**config.mk**
```make
export PLATFORM = sky130hd
export DESIGN_NAME = car_sense
export DESIGN_NICKNAME = d
export VERILOG_FILES = /design/src/rtl/car_sense_pkg.sv /design/src/rtl/car_sense_chan.sv /design/src/rtl/car_sense.sv
export SDC_FILE = /design/constraint.sdc
export NUM_CORES = 1
export LEC_CHECK = 0
export ABC_CLOCK_PERIOD_IN_PS = 2500
export CORE_MARGIN = 4
export CORE_UTILIZATION = 53
export CTS_CLUSTER_SIZE = 16
export DETAILED_ROUTE_END_ITERATION = 7
export PLACE_DENSITY = 0.8
export REMOVE_ABC_BUFFERS = 1
export SLEW_MARGIN = 10
export SYNTH_ARGS = -nofsm -noshare
export SYNTH_HDL_FRONTEND = slang
export SYNTH_SLANG_ARGS = --single-unit
```
**constraint.sdc**
```tcl
create_clock -name clk -period 2.5 [get_ports clk]
set_input_delay 0.5 -clock clk [delete_from_list [all_inputs] [get_ports clk]]
set_output_delay 0.5 -clock clk [all_outputs]
set_load 0.1 [all_outputs]
```
**src/rtl/car_sense_pkg.sv**
```systemverilog
// Shared types and constants for the car_sense vehicle-detection front end.
package car_sense_pkg;

  typedef enum logic [1:0] {
    IDLE,
    QUAL,
    REQ,
    SERVED
  } chan_state_e;

  localparam int unsigned NS_GREEN_BIT = 3;
  localparam int unsigned EW_GREEN_BIT = 0;

endpackage

```
**src/rtl/car_sense_chan.sv**
```systemverilog
// One road-loop channel: optional 2-flop synchroniser, debounce counter and request FSM.
// CAR_SENSE_SYNC_EN selects the synchroniser; without it the raw input is used directly.
module car_sense_chan
  import car_sense_pkg::*;
#(
  parameter int unsigned DEBOUNCE_CYCLES = 4,
  parameter int unsigned CNT_W           = 4
) (
  input  logic clk,
  input  logic clr,
  input  logic raw,
  input  logic green,
  output logic req
);

  localparam logic [CNT_W-1:0] CNT_LAST = CNT_W'(DEBOUNCE_CYCLES - 1);

  logic             s;
  chan_state_e      state, state_n;
  logic [CNT_W-1:0] cnt, cnt_n;
  logic             req_n;

`ifdef CAR_SENSE_SYNC_EN
  logic [1:0] sync_q;

  always_ff @(posedge clk or posedge clr) begin
    if (clr) sync_q <= '0;
    else     sync_q <= {sync_q[0], raw};
  end

  assign s = sync_q[1];
`else
  assign s = raw;
`endif

  always_ff @(posedge clk or posedge clr) begin
    if (clr) begin
      state <= IDLE;
      cnt   <= '0;
      req   <= 1'b0;
    end else begin
      state <= state_n;
      cnt   <= cnt_n;
      req   <= req_n;
    end
  end

  always_comb begin
    state_n = state;
    cnt_n   = cnt;
    unique case (state)
      IDLE: begin
        if (s) begin
          if (DEBOUNCE_CYCLES == 1) begin
            state_n = REQ;
          end else begin
            state_n = QUAL;
            cnt_n   = CNT_W'(1);
          end
        end
      end
      QUAL: begin
        if (!s) begin
          state_n = IDLE;
          cnt_n   = '0;
        end else if (cnt == CNT_LAST) begin
          state_n = REQ;
          cnt_n   = '0;
        end else begin
          cnt_n = cnt + CNT_W'(1);
        end
      end
      // Request survives the car leaving; only green retires it.
      REQ: begin
        if (green) state_n = SERVED;
      end
      SERVED: begin
        if (!s) state_n = IDLE;
      end
      default: begin
        state_n = IDLE;
        cnt_n   = '0;
      end
    endcase
  end

  // Decoding the next state keeps req aligned with the state register.
  always_comb begin
    req_n = (state_n == REQ);
  end

endmodule

```
**src/rtl/car_sense.sv**
```systemverilog
// Vehicle-detection front end: two independent loop channels feeding nscar/ewcar.
// Define CAR_SENSE_SYNC_EN to add a 2-flop synchroniser on each raw input.
module car_sense
  import car_sense_pkg::*;
#(
  parameter int unsigned DEBOUNCE_CYCLES = 4,
  parameter int unsigned CNT_W           = 4
) (
  input  logic       clk,
  input  logic       clr,
  input  logic       ns_raw,
  input  logic       ew_raw,
  input  logic [5:0] lights,
  output logic       nscar,
  output logic       ewcar
);

  logic unused_lights;
  assign unused_lights = ^{lights[5:4], lights[2:1]};

  car_sense_chan #(
    .DEBOUNCE_CYCLES(DEBOUNCE_CYCLES),
    .CNT_W          (CNT_W)
  ) u_ns (
    .clk  (clk),
    .clr  (clr),
    .raw  (ns_raw),
    .green(lights[NS_GREEN_BIT]),
    .req  (nscar)
  );

  car_sense_chan #(
    .DEBOUNCE_CYCLES(DEBOUNCE_CYCLES),
    .CNT_W          (CNT_W)
  ) u_ew (
    .clk  (clk),
    .clr  (clr),
    .raw  (ew_raw),
    .green(lights[EW_GREEN_BIT]),
    .req  (ewcar)
  );

endmodule

```
# Word-level counts from Yosys, hierarchy flattened
# Cells that the tools add are included.
# op_classes
n_div,0
eq_ne,12
n_shift,0
multipliers,0
order_cmp,0
muxes,20
add_sub_neg,2
bitwise_logic,0
n_reduce_logical,6
# op_table
cell,count
$mux 4,6
$mux 2,10
$pmux 2 s4,2
$pmux 4 s2,2
$eq 2x2->1 const B,6
$add 4x1->4 const B,2
$eq 4x2->1 const B,2
$eq 2x1->1 const B,2
$logic_not 2->1,2
$ne 2x2->1 const B,2
$reduce_and 2->1,2
$reduce_bool 2->1,2
# totals
ff_bits,14
mem_bits_ro,0
mem_bits_rw,0
memories,0
inputBits,10
latchBits,0

# Depth between registers and ports, before layout
# Gate-level depths: netlist (run 1).
# logic_depth
word_depth,5
depth_mapped,4
depth_no_buf,4

# By module
# Synthesis (run 1) repeated with hierarchy kept, for this count alone.
# hier_totals
cells_unflattened,76
hier_area_um2,745.7
# modules_own_cells
mod,area_each_um2,seq_area_each_um2,cells_each,n_inst
car_sense_chan,372.9,175.2,38,2

# Least setup slack after synthesis (run 1)
# Ideal clock, no wire load.
# synth_timing
kind,register to output
startpoint,register u_ew.req
endpoint,output port ewcar
arrival_time_ps,883
slack_ps,1117
n_path_buf,0
path_stages_with_launch,1
cell_sequence,dfrtp_1
# synth_rtl
item,line_no,source
from (decl),car_sense_chan.sv:13,output logic req
from (signal assigned),car_sense_chan.sv:44,req <= req_n;
to (decl),car_sense.sv:15,output logic ewcar
# No word-level cell between the ends.

# Final worst setup path (run 1)
# layout_timing
startpoint,input port ew_raw
endpoint,register u_ew.cnt[3]
# layout_via
elab_chain_cells,2
elab_cells_between_ends,4
classes_between,eq/ne (1); mux (2); reduce/logical (1)
# layout_rtl
item,line_no,source
from (decl),car_sense.sv:12,"input logic ew_raw,"
$mux 4 or $ne 2x2->1 (tied branches),--,
$pmux 4 s2 or $reduce_and 2->1 (tied branches),--,
to (signal assigned),car_sense_chan.sv:43,cnt <= cnt_n;
to (decl),car_sense_chan.sv:20,"logic [CNT_W-1:0] cnt, cnt_n;"
# Several ways; a longest one is shown, not always the timed one.
# A chain may end at the register's enable or synchronous reset.

==> flow_metrics.py, run 1 <==
metrics = {
    "status": {
        "status": "finished clean",
    },
    "clock_network": {
        "hold_buffers": 0,
        "htree_levels": 1,
        "cts_resized": 0,
        "cts_root_buf": "clkbuf_4",
        "clk_latency_ps": 280,
        "cts_tree": "built",
        "clk_path_buf_depth": 2,
        "post-cts-setup-buffer-count": 0,
        "cts_num_sinks": 14,
        "clk_pin_slew_worst_paths_ps": 80,
        "cts_made_buffers": 3,
    },
    "setup_path": {
        "slowest_delay_ps": 560,
        "path_delay_family": "simple AND/OR/NAND/NOR gates",
        "cp.depth": 4,
        "reg2reg_depth": 4,
        "slowest_stage": "clkdlybuf4s50_1",
        "crit_buf_inv": 1,
        "rr_endpoint": "u_ew.state[1]$_DFF_PP0_",
        "startpoint": "ew_raw",
        "cp_max_fo": 6,
        "end_kind": "flip-flop",
        "endpoint": "u_ew.cnt[3]$_DFFE_PP0P_",
        "cp_cell_sequence": "clkdlybuf4s50_1, nand2_1, or4_1, nand3_1",
        "r2r_setup_slack_ps": 1030,
        "worstSetupPathType": "input pin to flip-flop",
        "arrival_ps": 1740,
        "required_ps": 2720,
        "critPathLaunchType": "input pin",
        "worstReg2RegStart": "u_ew.cnt[0]$_DFFE_PP0P_",
    },
    "hold_path": {
        "hp-class": "flip-flop to flip-flop",
    },
    "layout": {
        "instances_no_fill": 98,
        "fin_nets": 98,
        "antennaDiodeCount": 0,
        "final_util_pct": 68.2,
        "area_delta_synth_final_pct": 14.1,
        "drive_gt1_share_pct": 8.33,
    },
    "floorplanning": {
        "die_h_um": 44.6,
        "num_io_pins": 12,
        "coreArea_um2": 1190,
        "rows": 12,
        "die_x_um": 44.6,
        "die-area_um2": 1990,
        "start_util_pct": 59.8,
    },
    "yosys": {
        "async_flop_share_pct": 100,
        "synth_top_area_share_pct": 49.4,
        "netlist_area_um2": 709,
        "synth_cell_types": 27,
        "syn-instance-count": 75,
        "synth_most_common_cell": "dfrtp_1",
        "ys_seq_area_share_pct": 49.4,
        "yosys.area.top_type": "dfrtp_1",
        "syn_avg_cell_area_um2": 9.46,
        "synth_edf_count": 0,
        "ys.warnings.count": 0,
        "ys_ff_latch": 14,
        "synth_flop_cell": "dfrtp_1",
        "yosys-top-cells-area": "dfrtp_1 (49%), a21oi_1 (5.6%), inv_1 (5.3%)",
        "synth_commonest_cells": "dfrtp_1 (14), inv_1 (10), a21oi_1 (8), nand2_1 (8), o21ai_0 (5)",
    },
    "timing": {
        "slew_headroom_pct": 62.8,
        "hold_violations": 0,
        "fin_crit_sh_pct": 60.6,
        "fmax_ghz": 0.660,
        "min_period_ps": 1510,
        "rsz0062_at_grt": "no",
        "finalSetupTns_ps": 0,
        "drv_slew": 0,
        "skew_ps": 1.05,
        "worst_pin_slew_ps": 557,
        "setup_viol": 0,
    },
    "route": {
        "wl_per_cell_um": 14.2,
        "drt_iter0_markers": 18,
        "final_antenna_net_count": 0,
        "first_pass_iters": 6,
        "wl_mm": 1.39,
        "dr_total_vias": 584,
        "via_per_inst": 5.96,
        "drcViolationCount": 0,
    },
    "grt": {
        "grt_pass1_wl_mm": 2.23,
        "first_global_vias": 524,
        "grt_use_total_pct": 15.9,
        "grt_overflow": 0,
        "antenna_found_initial": 0,
        "grt_max_degree": 15,
    },
    "place": {
        "place_hpwl_mm": 1.02,
        "numPortBuffers": 7,
        "dp.cells": 95,
        "place.gp.congestion": 0.843,
    },
    "flow_run": {
        "drv_cap": 0,
    },
    "power_and_ir_drop": {
        "power.leakage_uw": 0.000374,
        "power_uw": 763,
        "ir_worst_vdd_mv": 0.503,
        "power.density_nw_per_um2": 943,
    },
}
-- cell usage in the layout, fill, tap and decap left out --
master / instances
buf_4: 2
or4_1: 1
inv_1: 10
o21a_1: 1
o22ai_1: 1
and3_1: 1
and4bb_2: 1
clkdlybuf4s50_1: 5
o21ai_2: 1
ha_1: 2
mux2i_1: 2
dfrtp_1: 14
nor3b_1: 1
a31oi_1: 2
a311oi_1: 1
or3_1: 1
nand2b_1: 1
nor2_1: 2
nor2b_1: 1
clkbuf_4: 3
o21bai_1: 2
a21oi_1: 8
nand3_1: 3
a22o_1: 2
nand4_1: 1
nor4bb_1: 1
nand2_1: 8
o21ai_0: 5
or3b_1: 1
-- worst min path at each step --
stage                                       start                 endpoint  slack, ps  cells after the start
after floorplan                               clr  u_ew.cnt[0]$_DFFE_PP0P_        390                      1
after global placement    u_ns.cnt[1]$_DFFE_PP0P_  u_ns.cnt[1]$_DFFE_PP0P_        510                      2
after detailed placement  u_ns.cnt[0]$_DFFE_PP0P_  u_ns.cnt[0]$_DFFE_PP0P_        510                      1
after CTS                 u_ns.cnt[0]$_DFFE_PP0P_  u_ns.cnt[0]$_DFFE_PP0P_        530                      1
after global routing      u_ns.cnt[0]$_DFFE_PP0P_  u_ns.cnt[0]$_DFFE_PP0P_        560                      1
final                     u_ns.cnt[1]$_DFFE_PP0P_  u_ns.cnt[1]$_DFFE_PP0P_        530                      2
-- where the power goes --
group	internal [uW]	switching, uW
Sequential	284	78.2
Combinational	103	168
Clock	55.9	73.6
Total	443	320
-- logic make-up after synthesis --
group | Yosys count | synth area share [%]
AND/OR/NAND/NOR | 23 | 18.3
AO/OA/AOI/OAI | 23 | 19.9
buffers and inverters | 11 | 6.00
flip-flops | 14 | 49.4
multiplexers | 2 | 2.82
adder cells (fa/ha/maj) | 2 | 3.53
-- layer usage --
| layer | wire length (um) | track usage, % | vias to the layer above |
|---|---|---|---|
| met2 | 656 | 22.6 | 22 |
| met1 | 616 | 20.7 | 272 |
| met3 | 94 | 7.32 | 4 |
| met4 | 23 | 6.63 | 0 |
| met5 | 0 | 0 | - |
| li1 | - | - | 286 |
-- registers in the layout, indices dropped and copies added (netlist names) --
signal and count:
u_ew.cnt 4, u_ew.req 1, u_ew.state 2, u_ns.cnt 4, u_ns.req 1, u_ns.state 2
-- worst reg2reg max path, cell delays in order, from the launching register on --
cell and delay, ps:
dfrtp_1 430, ha_1 210, nor3b_1 490, a21oi_1 140
a21oi_1 140
-- final cells by class --
type                    instances  area [um2]
fillers                        85         377
flip-flops and latches         14         350
multi-input cells              50         317
repair buffers                  7        65.1
inverters                      10        37.5
clock buffers                   3        22.5
well taps                      14        17.5
-- stage by stage --
stage / setup WS (ps) / hold slack [ps] / cell area (um2)
floorplan: 1120 / 389 / 704
global placement: 713 / 507 / 787
detailed placement: 703 / 514 / 787
CTS: 991 / 534 / 810
global route: 934 / 556 / 810
finish: 986 / 535 / 810
No activity file was read; power rests on OpenSTA's default activity.
==> inputs of run 2 (changes only) <==
ABC_CLOCK_PERIOD_IN_PS = 1300   (was 2500)
CORE_UTILIZATION = 45   (was 53)
PLACE_DENSITY = 0.72   (was 0.8)
clock period = 1.3 ns   (was 2.5 ns; I/O delays follow)
==> flow_metrics.py, run 2 (synthesized netlist as in run 1, its figures left out) <==
metrics = {
    "status": {
        "status": "complete, but fails checks",
        "failed_checks": "setup timing",
    },
    "clock_network": {
        "htree_levels": 1,
        "cts_tree": "built",
        "cts_made_buffers": 3,
        "cts_root_buf": "clkbuf_4",
        "hold_buffers": 0,
        "clk_path_buf_depth": 2,
        "clk_latency_ps": 290,
        "clk_pin_slew_worst_paths_ps": 90,
        "cts_num_sinks": 14,
    },
    "setup_path": {
        "reg2reg_depth": 4,
        "critPathLaunchType": "flip-flop",
        "crit_buf_inv": 0,
        "end_kind": "flip-flop",
        "path_delay_family": "simple AND/OR/NAND/NOR gates",
        "slowest_delay_ps": 390,
        "cp_max_fo": 3,
        "slowest_stage": "or3b_4",
        "arrival_ps": 1610,
        "worstReg2RegStart": "u_ns.cnt[0]$_DFFE_PP0P_",
        "worstSetupPathType": "flip-flop to flip-flop",
        "rr_endpoint": "u_ns.req$_DFF_PP0_",
        "required_ps": 1530,
        "r2r_setup_slack_ps": -90,
        "cp_cell_sequence": "ha_2, or3b_4, or3_4, o21ai_2",
    },
    "timing": {
        "fmax_ghz": 0.721,
        "timing.final.ws_setup_ps": -87.2,
        "slew_headroom_pct": 83.1,
        "setup_viol": 1,
        "finalSetupTns_ps": -87.2,
        "skew_ps": 8.99,
        "drv_slew": 0,
        "fin_crit_sh_pct": 107,
        "rsz0062_at_grt": "yes",
        "worst_pin_slew_ps": 253,
        "min_period_ps": 1390,
        "hold_violations": 0,
    },
    "power_and_ir_drop": {
        "power.density_nw_per_um2": 1800,
        "ir_worst_vdd_mv": 1.14,
        "power.leakage_uw": 0.000462,
    },
    "route": {
        "wl_mm": 1.47,
        "wl_per_cell_um": 12.8,
        "drt_iter0_markers": 16,
        "dr_total_vias": 612,
        "first_pass_iters": 4,
        "via_per_inst": 5.32,
        "drcViolationCount": 0,
        "final_antenna_net_count": 0,
    },
    "floorplanning": {
        "coreArea_um2": 1510,
        "start_util_pct": 47.1,
        "die_h_um": 47.7,
        "die_x_um": 47.7,
        "rows": 14,
        "num_io_pins": 12,
        "die-area_um2": 2280,
    },
    "place": {
        "place_ws_ps": -100,
        "place.gp.congestion": 0.808,
        "place_hpwl_mm": 1.04,
        "numPortBuffers": 7,
    },
    "layout": {
        "final_cell_mix": "buf_4 (14), dfrtp_1 (14), inv_1 (10), nand2_1 (8), a21oi_1 (6)",
        "reg_top3": "u_ew.cnt: 4 flops, u_ns.cnt: 4 flops",
        "final_util_pct": 65.5,
        "area_delta_synth_final_pct": 39.2,
        "antennaDiodeCount": 0,
        "fin_nets": 112,
        "drive_gt1_share_pct": 30.3,
    },
    "hold_path": {
        "hp-class": "input pin to async pin",
    },
    "grt": {
        "antenna_found_initial": 0,
        "grt_pass1_wl_mm": 2.54,
        "first_global_vias": 594,
        "grt_use_total_pct": 16.6,
        "grt_max_degree": 15,
        "grt_overflow": 0,
    },
    "flow_run": {
        "drv_cap": 0,
    },
}
==> run 2: cell types whose count changed in the layout (fill, tap and decap cells not counted), moves of 2 or more <==
cell     change
buf_4       +12
buf_12       +2
ha_1         -2
a21oi_2      +2
a21oi_1      -2
ha_2         +2
==> run 2: how the worst max path moves through the flow <==
stage	slack [ps]	from	end	depth (start not counted)
6_report	-90	u_ns.cnt[0]$_DFFE_PP0P_	u_ns.req$_DFF_PP0_	4
5_1_grt	-130	u_ns.cnt[0]$_DFFE_PP0P_	u_ns.req$_DFF_PP0_	4
4_1_cts	-90	u_ns.cnt[0]$_DFFE_PP0P_	u_ns.req$_DFF_PP0_	4
3_5_place_dp	-100	ew_raw	u_ew.cnt[3]$_DFFE_PP0P_	4
3_3_place_gp	-90	ew_raw	u_ew.cnt[3]$_DFFE_PP0P_	4
2_1_floorplan	-40	u_ns.cnt[0]$_DFFE_PP0P_	u_ns.req$_DFF_PP0_	4
==> run 2: routing by layer <==
layer | global-route usage [%] | part of all wire [%]
met5 | 0 | 0
met1 | 20.8 | 44
met4 | 8.06 | 2.1
met3 | 3.38 | 3.3
met2 | 27.2 | 51
==> run 2: worst min-delay path, cell delays in order <==
cell and delay [ps]:
clkdlybuf4s50_1 390, inv_1 50, buf_4 210
==> run 2: repair_timing <==
item / 4_1_cts / 5_1_grt
pin swaps: 0 / 4
hold endpoints to repair: 0 / 0
resized for setup: 2 / 7
cloned: 0 / 0
setup endpoints to repair: 3 / 6
setup buffers: 1 / 1
==> run 2: final cells by class <==
class | count | area, um2
timing repair buffer | 21 | 195
inverter | 10 | 37.5
clock buffer | 4 | 36.3
fill | 122 | 519
sequential | 14 | 350
tap | 16 | 20.0
multi-input combinational | 50 | 348
==> run 2: metrics by stage <==
stage,std cells,instance area [um2],power (uW),hold WS (ps)
after global routing,115,987,1910,297
after detailed placement,109,905,1370,524
after CTS,114,953,1730,266
after floorplan,74,704,1070,149
after global placement,109,905,1340,519
final,115,987,1770,260
==> run 2: where the power goes <==
group | internal (uW) | switching (uW) | leakage [uW] | total (uW)
clock network | 171 | 149 | 0.0000210 | 320
logic | 384 | 395 | 0.000258 | 779
registers | 547 | 129 | 0.000183 | 676
total | 1100 | 674 | 0.000462 | 1770
